File: src/rtl/logic_gates_exerciser.sv
// Self-test driver for the two-input gate block: walks all four (a,b) combinations,
// samples the seven gate outputs after a settle interval and accumulates mismatches.
module logic_gates_exerciser #(
  parameter int SETTLE = 2
) (
  input  logic       clk,
  input  logic       rst_n,
  input  logic       start,
  output logic       a,
  output logic       b,
  input  logic [6:0] o,
  output logic       busy,
  output logic       done,
  output logic       pass,
  output logic [2:0] err_count,
  output logic [3:0] fail_mask,
  output logic [6:0] last_obs
);

  typedef enum logic [1:0] {IDLE, DRIVE, CHECK, DONE} state_t;

  localparam logic [3:0] LAST_CNT = 4'(SETTLE - 1);

  state_t     r_state;
  state_t     w_nextState;
  logic [1:0] r_idx;
  logic [3:0] r_cnt;
  logic [2:0] r_errCount;
  logic [3:0] r_failMask;
  logic [6:0] r_lastObs;
  logic       r_pass;
  logic [6:0] w_expected;
  logic       w_mismatch;
  logic [2:0] w_errNext;

  always_ff @(posedge clk) begin
    if (!rst_n) r_state <= IDLE;
    else        r_state <= w_nextState;
  end

  always_comb begin
    w_nextState = r_state;
    busy        = 1'b0;
    done        = 1'b0;
    case (r_state)
      IDLE:  if (start) w_nextState = DRIVE;
      DRIVE: begin
        busy = 1'b1;
        if (r_cnt == LAST_CNT) w_nextState = CHECK;
      end
      CHECK: begin
        busy        = 1'b1;
        w_nextState = (r_idx == 2'd3) ? DONE : DRIVE;
      end
      DONE: begin
        done        = 1'b1;
        w_nextState = IDLE;
      end
      default: w_nextState = IDLE;
    endcase
  end

  always_comb begin
    w_expected = 7'h6C;
    case (r_idx)
      2'd0: w_expected = 7'h6C;
      2'd1: w_expected = 7'h56;
      2'd2: w_expected = 7'h16;
      2'd3: w_expected = 7'h23;
      default: w_expected = 7'h6C;
    endcase
  end

  // Written so that an unknown value on o falls through to a mismatch.
  always_comb begin
    w_mismatch = 1'b1;
    if (o == w_expected) w_mismatch = 1'b0;
    w_errNext = r_errCount + 3'(w_mismatch);
  end

  always_ff @(posedge clk) begin
    if (!rst_n) begin
      r_idx      <= 2'd0;
      r_cnt      <= 4'd0;
      r_errCount <= 3'd0;
      r_failMask <= 4'd0;
      r_lastObs  <= 7'd0;
      r_pass     <= 1'b0;
    end else begin
      case (r_state)
        IDLE: begin
          if (start) begin
            r_idx      <= 2'd0;
            r_cnt      <= 4'd0;
            r_errCount <= 3'd0;
            r_failMask <= 4'd0;
            r_lastObs  <= 7'd0;
            r_pass     <= 1'b0;
          end
        end
        DRIVE: r_cnt <= r_cnt + 4'd1;
        CHECK: begin
          r_lastObs  <= o;
          r_errCount <= w_errNext;
          if (w_mismatch) r_failMask[r_idx] <= 1'b1;
          // pass is decided here so it already includes this final check when DONE shows
          if (r_idx == 2'd3) begin
            r_pass <= (w_errNext == 3'd0);
          end else begin
            r_idx <= r_idx + 2'd1;
            r_cnt <= 4'd0;
          end
        end
        default: ;
      endcase
    end
  end

  assign a         = r_idx[1];
  assign b         = r_idx[0];
  assign pass      = r_pass;
  assign err_count = r_errCount;
  assign fail_mask = r_failMask;
  assign last_obs  = r_lastObs;

endmodule

File: config.mk
export PLATFORM = sky130hd
export DESIGN_NAME = logic_gates_exerciser
export DESIGN_NICKNAME = d
export VERILOG_FILES = /design/src/rtl/logic_gates_exerciser.sv
export SDC_FILE = /design/constraint.sdc
export NUM_CORES = 1
export LEC_CHECK = 0
export BUFFER_PORTS_ARGS = -buffer_cell sky130_fd_sc_hd__buf_4
export CAP_MARGIN = 10
export CORE_MARGIN = 2
export CORE_UTILIZATION = 55
export CTS_BUF_LIST = sky130_fd_sc_hd__clkbuf_8
export CTS_CLUSTER_DIAMETER = 30
export DETAILED_ROUTE_END_ITERATION = 7
export PLACE_DENSITY_LB_ADDON = 0.12
export SYNTH_ARGS = -nofsm -noshare
export SYNTH_HDL_FRONTEND = slang
export SYNTH_SLANG_ARGS = --single-unit
File: constraint.sdc
create_clock -name clk -period 3.22 [get_ports clk]
set_input_delay 0.644 -clock clk [delete_from_list [all_inputs] [get_ports clk]]
set_output_delay 0.644 -clock clk [all_outputs]
set_load 0.02 [all_outputs]
# Word level (Yosys, flattened, before mapping)
# Index checks and enable logic that the tools add are counted.
# totals
inputBits	10
elab_cells	64
reg_bits	23
# op_classes
n_mux	25
n_reduce_logical	13
bitwise	1
eq_ne	13
add_sub_neg	3
magnitude_cmp	2
# ops
operator	count
$pmux W7 S4	1
$pmux W7 S2	1
$mux W4	3
$pmux W4 S3	1
$reduce_and A3 Y1	4
$mux W2	5
$ne A2 B2 Y1 const B	5
$eq A2 B2 Y1 const B	4
$pmux W2 S4	1
$pmux W4 S2	1
$eq A7 B7 Y1	1
$mux W7	1
$mux W1	6
$pmux W3 S2	1
$add A4 B1 Y4 const B	1
$eq A2 B1 Y1 const B	2
$eq A4 B1 Y1 const B	1
$logic_not A2 Y1	2
$or A4 B4 Y4	1
$pmux W2 S2	1
$reduce_and A2 Y1	2
$add A3 B1 Y3	1
$logic_not A3 Y1	1
$lt A2 B3 Y1 const B	1
9 further kinds	9

# Longest topological paths before layout
# logic_depth
ltp_word	8
depth_mapped	12
mapped_depth_nobuf	12

# Worst setup path after synthesis
# OpenSTA, ideal clock, no wires.
# synth_timing
kind	register -> register
from	register r_idx[1]
to	register r_pass (netlist: pass)
path_stages_with_launch	12
required_time_ps	3149
arrival_time_ps	2579
setup_slack_ps	570
period_less_slack_ps	2650
n_path_buf	0
setup_time_ps	71
cell_sequence	dfxtp_1 -> inv_1 -> ha_1 -> nor2_1 -> nand2_1 -> a2111oi_4 -> inv_1 -> ha_1 -> ha_1 -> nor4_1 -> nand4_1 -> a21oi_1
# synth_between
elab_chain_cells	8
word_cells_on_any_way	13
# synth_rtl
item	line	rtl
start, declared	26	logic [1:0] r_idx;
start signal, assigned	110	r_idx <= r_idx + 2'd1;
$eq A2 B2 Y1, or another cell as far along	65, 107	
$pmux W7 S4	65	case (r_idx)
$eq A7 B7 Y1	77	if (o == w_expected) w_mismatch = 1'b0;
$mux W1	77	
$add A3 B1 Y3	78	w_errNext = r_errCount + 3'(w_mismatch);
$logic_not A3 Y1	108	r_pass <= (w_errNext == 3'd0);
$mux W1	107	if (r_idx == 2'd3) begin
$pmux W1 S2	90	case (r_state)
end signal, assigned	108	
end, declared	31	logic r_pass;
# Parallel ways exist; a longest one is shown, timed or not. The select of a mux whose other input is x is not followed.
# A chain may end at the register's enable or synchronous reset.

# Final worst setup path
# Ends and elaborated chain as after synthesis.

==> implementation parameters <==
Parameter                              Value

Setup path
  Worst setup EP type ... flip-flop
  Worst path required time ... 3.40 ns
  Startpoint Class ... flip-flop
  Dominant cell type by count on the critical path ... sky130_fd_sc_hd__ha_1
  Critical path peak fanout ... 5
  Cell breakdown of the critical path ... inv_1 > ha_1 > nor2_1 > nand2_1 > a2111oi_4 > inv_1 > ha_1 > ha_1 > nor4_1 > nand4_1 > a21oi_1
  Critical path class ... flip-flop to flip-flop
  Cell type of the slowest stage on the worst timing path ... sky130_fd_sc_hd__a2111oi_4
  Crit-path max cell delay ... 0.48 ns
  Signal arrival time at the worst endpoint ... 2.99 ns

Status
  Status ... completed

STA
  Setup repair after global routing missed its margin ... no
  Maximum clock skew at final layout ... approximately 0.0026 ns
  Fin crit period ... 2.81 ns
  Setup tns final ... 0 ns
  Min Hold Slack ... 0.475 ns
  Worst max-slew margin expressed relative to the limit ... 68.1%
  Number of hold violations in the final report ... 0
  Setup-failing EPs final ... 0
  Final Slew Violations ... 0
  Part of the cycle the worst path needs ... between 80% and 90%
  Highest achievable clock rate ... 356 MHz
  Least-Margin Pin Slew ... 0.476 ns

Logic synthesis
  Number of enable flip-flop cells after synthesis ... 0
  Top flip-flop cell by instance count after synthesis ... sky130_fd_sc_hd__dfxtp_1
  Number of distinct library cell variants in the gate-level netlist after synthesis ... 39
  Number of nets produced by synthesis ... 166
  Sequential element share of the synthesized area ... between 30% and 40%
  Warnings from Yosys ... 0
  Post-synth ARST share ... 0%
  FF+latch count, synth ... 23
  Avg Cell Area, Syn ... 9.02 um2
  Syn Std Cell Area ... 0.00127 mm2
  Count of mapped cells out of synthesis ... 141

CTS
  TritonCTS clock tree ... done
  Number of buffers added by the clock tree synthesis step ... 3
  Clk_lat worst skew ... approximately 0.26 ns
  Number of hold buffers added after CTS ... 0
  Number of buffers inserted to repair setup after CTS ... 0
  Root Driver ... sky130_fd_sc_hd__clkbuf_8
  CTS clock-pin slew for the worst setup and hold paths ... around 0.08 ns
  H-tree depth ... 1
  Post-cts resize count ... 0
  Clock sinks ... 23
  Max Buffers Root-to-Sink ... 2

Route
  DRC violation count after routing ... 0
  First-pass detailed-route iteration total ... 4
  Routed WL per cell ... 13.3 um
  1st-iter DRT viols ... 16
  Vias per Instance ... about 5.6
  Routed wire length ... 2630 um
  Antenna violation net count after detailed routing ... 0
  Detailed-route via count ... 1102

Job
  Max-cap violations ... 0

Floorplan
  Chip width ... 52.1 um
  Chip Height ... roughly 52 um
  Starting utilization of the core area ... 58.0%
  Area enclosed by the die boundary ... 0.00271 mm2
  Floorplan core area ... ~0.0022 mm2
  Cell row count ... 17
  Ports placed on the boundary ... 29

Power and ir drop
  Proportion of power drawn by flip-flops and latches ... 37.6%
  Switching portion of total power ... 39.1%
  Power density normalized to cell area ... 597 mW/mm2
  Switching pwr ... 361 uW
  Part of the total power dissipated in the clock network ... 19.0%
  Leakage power figure ... around 0.65 nW
  Combinational share of power ... 43.4%
  Worst vdd rail ir drop ... around 0.53 mV
  Internal power ... 563 uW

Layout
  Share of final-layout standard cells stronger than drive strength 1 ... between 20% and 30%
  Summed area of non-filler cells in the final layout ... 0.00155 mm2
  Final-stage net count ... 195
  Total inserted antenna cells ... 0
  Area delta synth->final ... 21.7%
  End-of-flow core utilization ... 70.6%

Global routing
  Overflow left after global routing ... 0
  First-pass GRT wire length ... 4280 um
  Largest net degree at the start of global routing ... 18
  Number of global-route vias before repair ... approximately 1.0k
  Antenna violations before repair ... 0
  Global Route Usage Sum ... between 20 and 25%

Worst hold path
  Type of the most critical hold path ... flip-flop to flip-flop

Place
  Port Buffer Count ... 28
  Half-perimeter wire length after placement ... ~2000 um
  Gpl congestion ... roughly 0.8
  Instance area after placement ... 0.00150 mm2
## flip-flops by register name, indices dropped and copies added (netlist names)
| signal | flops |
|---|---|
| last_obs | 7 |
| r_cnt | 4 |
| fail_mask | 4 |
| r_state | 2 |
| r_idx | 2 |
| err_count | 3 |
| pass | 1 |
## worst max-delay path, delay by kind of cell, from the launching register on
family	cells	cell delay, ns
adders and majority gates	3	0.86
AOI/OAI and AO/OA	2	0.63
and+or+nand+nor	4	0.59
DFF	1	0.41
buffers and inverters	2	0.24
## stage by stage
| step | std cells | setup slack, ns | total power, mW |
|---|---|---|---|
| global placement | 193 | 0.576 | 0.743 |
| global route | 197 | 0.200 | 0.982 |
| floorplan | 141 | 0.570 | 0.636 |
| CTS | 197 | 0.407 | 0.934 |
| finish | 197 | 0.408 | 0.924 |
| detailed placement | 193 | 0.447 | 0.756 |
## final timing paths
kind | startpoint | to | slack [ns] | cells after the start
min | fail_mask[1] | fail_mask[1] | 0.48 | 2
min reg2reg | fail_mask[1] | fail_mask[1] | 0.48 | 2
max | r_idx[1] | pass | 0.41 | 11
max reg2reg | r_idx[1] | pass | 0.41 | 11
## Yosys cell counts (2+ instances only)
cell type                  count  area share (%)
sky130_fd_sc_hd__nor3_1        2            0.79
sky130_fd_sc_hd__nor2b_1       5             2.5
sky130_fd_sc_hd__a21oi_1       8             3.1
sky130_fd_sc_hd__nor2_1       15             4.4
sky130_fd_sc_hd__and2_1        2            0.98
sky130_fd_sc_hd__o21ai_0       4             1.6
sky130_fd_sc_hd__o22ai_1       4             2.0
sky130_fd_sc_hd__nand3_1       5             2.0
sky130_fd_sc_hd__a22oi_1       9             5.3
sky130_fd_sc_hd__nand2b_1      2            0.98
sky130_fd_sc_hd__inv_1        10             3.0
sky130_fd_sc_hd__o21a_1        2             1.2
sky130_fd_sc_hd__xnor2_1       2             1.4
sky130_fd_sc_hd__buf_2         4             1.6
sky130_fd_sc_hd__or3b_1        2             1.4
sky130_fd_sc_hd__dfxtp_1      23              36
sky130_fd_sc_hd__ha_1         15              15
sky130_fd_sc_hd__nand2_1       6             1.8
## placed cells by master, fill, tap and decap left out, types with 2 or more instances in the layout
cell	instances
sky130_fd_sc_hd__buf_4	29
sky130_fd_sc_hd__a22oi_1	9
sky130_fd_sc_hd__or3b_1	2
sky130_fd_sc_hd__nor2_1	15
sky130_fd_sc_hd__inv_1	10
sky130_fd_sc_hd__xnor2_1	2
sky130_fd_sc_hd__nand3_1	5
sky130_fd_sc_hd__nand2_1	6
sky130_fd_sc_hd__a21oi_1	8
sky130_fd_sc_hd__dfxtp_1	23
sky130_fd_sc_hd__ha_1	15
sky130_fd_sc_hd__o21ai_0	4
sky130_fd_sc_hd__o21a_1	2
sky130_fd_sc_hd__nand2b_1	2
sky130_fd_sc_hd__nor3_1	2
sky130_fd_sc_hd__and2_1	2
sky130_fd_sc_hd__o22ai_1	4
sky130_fd_sc_hd__clkbuf_8	3
sky130_fd_sc_hd__nor2b_1	5
## power groups by stage
stage	combinational, mW	clock (mW)	sequential (mW)
CTS	0.403	0.184	0.347
global placement	0.390	0	0.353
floorplan	0.266	0	0.371
finish	0.401	0.176	0.347
detailed placement	0.402	0	0.354
global route	0.437	0.191	0.354
## routing by layer
metal	share of wire [%]	wire length (um)	up-vias	GRT usage, %
met5	0	0	-	0
met4	1.1	29	0	8.77
li1	-	-	551	-
met2	56	1470	24	42.8
met1	40	1050	523	21.9
met3	3.1	82	4	2.87
## final cells by class
class                      instances  area, um2
multi-input combinational        102        746
fill                             181        644
sequential                        23        460
timing repair buffer              29        218
clock buffer                       3       41.3
inverter                          11       41.3
tap                               28       35.0
clock inverter                     1       5.00
## logic make-up (layout without fill, tap and decap cells)
logic type               after synthesis  count (layout)  synth area share, %
AO/OA/AOI/OAI                         35              35                 20.1
adder cells (fa/ha/maj)               15              15                 14.8
flip-flops                            23              23                 36.2
buffers and inverters                 16              44                 5.12
multiplexers                           2               2                 1.67
XOR/XNOR                               3               3                 2.07
AND/OR/NAND/NOR                       47              47                 20.1
(Power assumes the default switching activity.)
